===== src/rtl/sparse_pkg.sv =====
// Shared constants and element-slicing helper for the zero-skipping dot-product engine.
package sparse_pkg;
  localparam int N_LANES = 16;
  localparam int DATA_W  = 8;
  localparam int PROD_W  = 16;
  localparam int OUT_W   = 20;

  function automatic logic [DATA_W-1:0] lane(input logic [N_LANES*DATA_W-1:0] vec,
                                             input int i);
    return vec[i*DATA_W +: DATA_W];
  endfunction
endpackage


===== src/rtl/sparse_lane.sv =====
// One lane: zero-detect, operand gating and a registered 8x8 unsigned product.
module sparse_lane
  import sparse_pkg::*;
(
  input  logic              clk,
  input  logic              rst,
  input  logic [DATA_W-1:0] a,
  input  logic [DATA_W-1:0] b,
  output logic              act,
  output logic [PROD_W-1:0] prod
);
  logic [DATA_W-1:0] a_g;
  logic [DATA_W-1:0] b_g;

  // Idle lanes feed zeros so the multiplier inputs stay quiet.
  assign act = (a != '0) && (b != '0);
  assign a_g = act ? a : '0;
  assign b_g = act ? b : '0;

  always_ff @(posedge clk) begin
    if (rst) prod <= '0;
    else     prod <= PROD_W'(a_g) * PROD_W'(b_g);
  end
endmodule


===== src/rtl/sparse.sv =====
// Two-stage pipelined dot product: 16 gated lane products, then a 4-level adder tree into out_Final.
module sparse
  import sparse_pkg::*;
(
  input  logic                        clk,
  input  logic                        rst,
  input  logic [N_LANES*DATA_W-1:0]   Vector_A,
  input  logic [N_LANES*DATA_W-1:0]   Vector_B,
  output logic [OUT_W-1:0]            out_Final
);
  logic [N_LANES-1:0] act;
  logic [PROD_W-1:0]  prod [N_LANES];
  logic [PROD_W:0]    sum1 [8];
  logic [PROD_W+1:0]  sum2 [4];
  logic [PROD_W+2:0]  sum3 [2];
  logic [OUT_W-1:0]   sum4;

  for (genvar i = 0; i < N_LANES; i++) begin : g_lane
    sparse_lane u_lane (
      .clk  (clk),
      .rst  (rst),
      .a    (lane(Vector_A, i)),
      .b    (lane(Vector_B, i)),
      .act  (act[i]),
      .prod (prod[i])
    );
  end

  // Balanced tree, each level one bit wider than the last, so no sum can overflow.
  for (genvar j = 0; j < 8; j++) begin : g_l1
    assign sum1[j] = {1'b0, prod[2*j]} + {1'b0, prod[2*j+1]};
  end
  for (genvar j = 0; j < 4; j++) begin : g_l2
    assign sum2[j] = {1'b0, sum1[2*j]} + {1'b0, sum1[2*j+1]};
  end
  for (genvar j = 0; j < 2; j++) begin : g_l3
    assign sum3[j] = {1'b0, sum2[2*j]} + {1'b0, sum2[2*j+1]};
  end
  assign sum4 = {1'b0, sum3[0]} + {1'b0, sum3[1]};

  always_ff @(posedge clk) begin
    if (rst) out_Final <= '0;
    else     out_Final <= sum4;
  end
endmodule


===== config.mk =====
export PLATFORM = sky130hd
export DESIGN_NAME = sparse
export DESIGN_NICKNAME = d
export VERILOG_FILES = /design/src/rtl/sparse_pkg.sv /design/src/rtl/sparse_lane.sv /design/src/rtl/sparse.sv
export SDC_FILE = /design/constraint.sdc
export NUM_CORES = 2
export LEC_CHECK = 0
export ABC_CLOCK_PERIOD_IN_PS = 15650
export CELL_PAD_IN_SITES_DETAIL_PLACEMENT = 1
export CELL_PAD_IN_SITES_GLOBAL_PLACEMENT = 1
export CORE_UTILIZATION = 45
export DETAILED_ROUTE_END_ITERATION = 8
export PLACE_DENSITY_LB_ADDON = 0.08
export RECOVER_POWER = 25
export SETUP_SLACK_MARGIN = 0.02
export SLEW_MARGIN = 20
export SYNTH_ARGS = -nofsm -noshare
export SYNTH_HDL_FRONTEND = slang
export SYNTH_HIERARCHICAL = 1
export SYNTH_SLANG_ARGS = --single-unit

===== constraint.sdc =====
create_clock -name clk -period 15.65 [get_ports clk]
set_clock_uncertainty 0.1 [all_clocks]
set_input_delay 3.13 -clock clk [delete_from_list [all_inputs] [get_ports clk]]
set_output_delay 3.13 -clock clk [all_outputs]
set_load 0.005 [all_outputs]

==> run_results.csv <==
group,metric,value,unit
status,status,"finished with violations",
status,failed_checks,"capacitance limit, slew limit",
placement,routabilityCongestion,0.903,
critical_path,cp.depth,6,
clock_network,post-cts-setup-buffers,0,
grt,overflow,0,
route,vias,35300,
synth,synthCells,5196,
clock_network,cts_root_buf,"clkbuf_16",
route,ant_nets,0,
clock_network,htree_num_levels,2,
critical_path,worst_path_max_delay_cell,"clkbuf_1",
layout,final_cell_mix,"inv_1 (1170), fa_1 (796), and2_1 (741)",
critical_path,cp-end-kind,"register",
floorplan,start_util,45.3,%
critical_path,cp_max_fo,115,
route,drt-wirelength-per-cell,18.4,um
grt,grtUsageTotal,24.5,%
synth,yosysWarnings,6,
layout,area_growth,11.6,%
critical_path,worstPathArrival,10790,ps
critical_path,critPathBufInv,3,
layout,multi_input_area,37500,um2
timing,setup_violations,0,
critical_path,cp.required,15940,ps
grt,grt_pass1_vias,39100,
floorplan,pin_count,278,
worst_hold_path,min_path_cells,2,
critical_path,slowest_delay,3540,ps
layout,ff_latch_area,5530,um2
floorplan,die-width,327,um
synth,postSynthAreaPerCell,9.17,um2
clock_network,cts_made_buffers,34,
route,first_pass_iters,4,
placement,port_buffers,277,
layout,num-fill-cells,12200,
timing,report.final.slew_viol_count,189,
route,drt_iter0_markers,1315,
timing,period_needed,10490,ps
worst_hold_path,holdPathEnd,"out_Final[0]",
floorplan,die_y,327,um
clock_network,clockBufferDepth,3,
synth,syn-num-nets,6855,
grt,grt_max_degree,116,
critical_path,path_class,"primary input to register",
timing,fmax,95.3,MHz
critical_path,worstRegToRegCells,17,
floorplan,rows,119,
floorplan,die_area,107000,um2
run,maxCapViolations,2,
clock_network,clk_pin_slew,70,ps
layout,nets,7122,
timing,fin_setup_tns,0,ps
layout,final_common_cell,"inv_1",
route,drt_wl_total,127,mm
clock_network,cts-resized-gates,0,
grt,antenna_found_initial,4,
timing,hold_viol,0,
clock_network,cts.sinks,276,
worst_hold_path,hold_path.class,"register to register",
critical_path,worstPathCellList,"clkbuf_1 -> clkbuf_1 -> buf_4 -> or3b_2 -> o31a_1 -> nand3_1",
grt,grt_pass1_wl,210,mm
timing,slew_headroom,-250,%
synth,syn-cell-area,47700,um2
critical_path,worstReg2RegStart,"g_lane[15].u_lane/prod[2]",
floorplan,core_area,105000,um2
critical_path,r2r-end,"out_Final[12]",
route,via_per_inst,5.14,
clock_network,worstSkewPairLatency,560,ps
layout,antennaDiodeCount,0,
placement,post-dp-hpwl,109,mm
critical_path,crit_top_cell,"clkbuf_1",
route,drc_errors,0,
critical_path,start_kind,"primary input",
clock_network,cts_tree,"done",
critical_path,rrSetupSlack,9450,ps
critical_path,crit_family,"buffers and inverters",
layout,drive_gt1_share,2.64,%
timing,fin_crit_sh,67.0,%
timing,tightest_slew,5260,ps
timing,rsz0062_at_grt,"no",
clock_network,postCtsHoldBufs,0,
worst_hold_path,hp-start,"g_lane[0].u_lane/prod[0]",
## metrics by stage
stage,util (%),setup WS (ps),instance area [um2],cells,hold WS [ps]
after floorplan,-,8520,47700,5196,436
after detailed placement,49.4,7650,52000,6818,669
after global routing,50.6,4480,53200,6880,696
after global placement,49.4,7720,52000,6818,664
after CTS,50.6,8220,53200,6880,674
final,50.6,5160,53200,6880,693
## state kept, by name (all words and copies together), names as in the netlist
register	flops
g_lane.u_lane/prod	256
out_Final	20
## how the worst max path moves through the flow
stage	start	endpoint	slack (ps)
3_3_place_gp	Vector_A[62]	g_lane[7].u_lane/prod[14]	7720
5_1_grt	rst	g_lane[0].u_lane/prod[13]	4480
3_5_place_dp	Vector_B[50]	g_lane[6].u_lane/prod[14]	7650
6_report	rst	g_lane[0].u_lane/prod[13]	5160
2_1_floorplan	Vector_A[2]	g_lane[0].u_lane/prod[14]	8520
4_1_cts	Vector_A[62]	g_lane[7].u_lane/prod[14]	8220
## routing by layer
| layer | up-vias | wire, um | GRT usage, % |
|---|---|---|---|
| met5 | - | 22 | 0 |
| met4 | 4 | 2160 | 4.36 |
| met3 | 108 | 4880 | 3.07 |
| met2 | 455 | 60100 | 41.0 |
| met1 | 18000 | 59300 | 34.1 |
| li1 | 16800 | - | - |
## area by class of cell
class,count,area share [%]
multi-input cells,3701,70.5
well taps,1391,3.27
clock buffers,45,1.83
flip-flops and latches,276,10.4
clock inverters,17,0.524
repair buffers,280,5.23
inverters,1170,8.25
## worst reg2reg max path: stages, from the launching register on
cell and delay (ps):
dfxtp_1 310, inv_1 50, fa_1 570, inv_1 70, fa_1 530, fa_1 710, fa_1 500, fa_1 550
inv_1 60, fa_1 550, inv_1 70, ha_1 290, fa_1 450, a21o_1 230, a221oi_4 410, o22ai_1 190
o21a_1 190, nor3_1 240
Power is left out: the tool's default activity adds up to more than one toggle a clock period on the data nets, which glitch-free logic cannot reach.
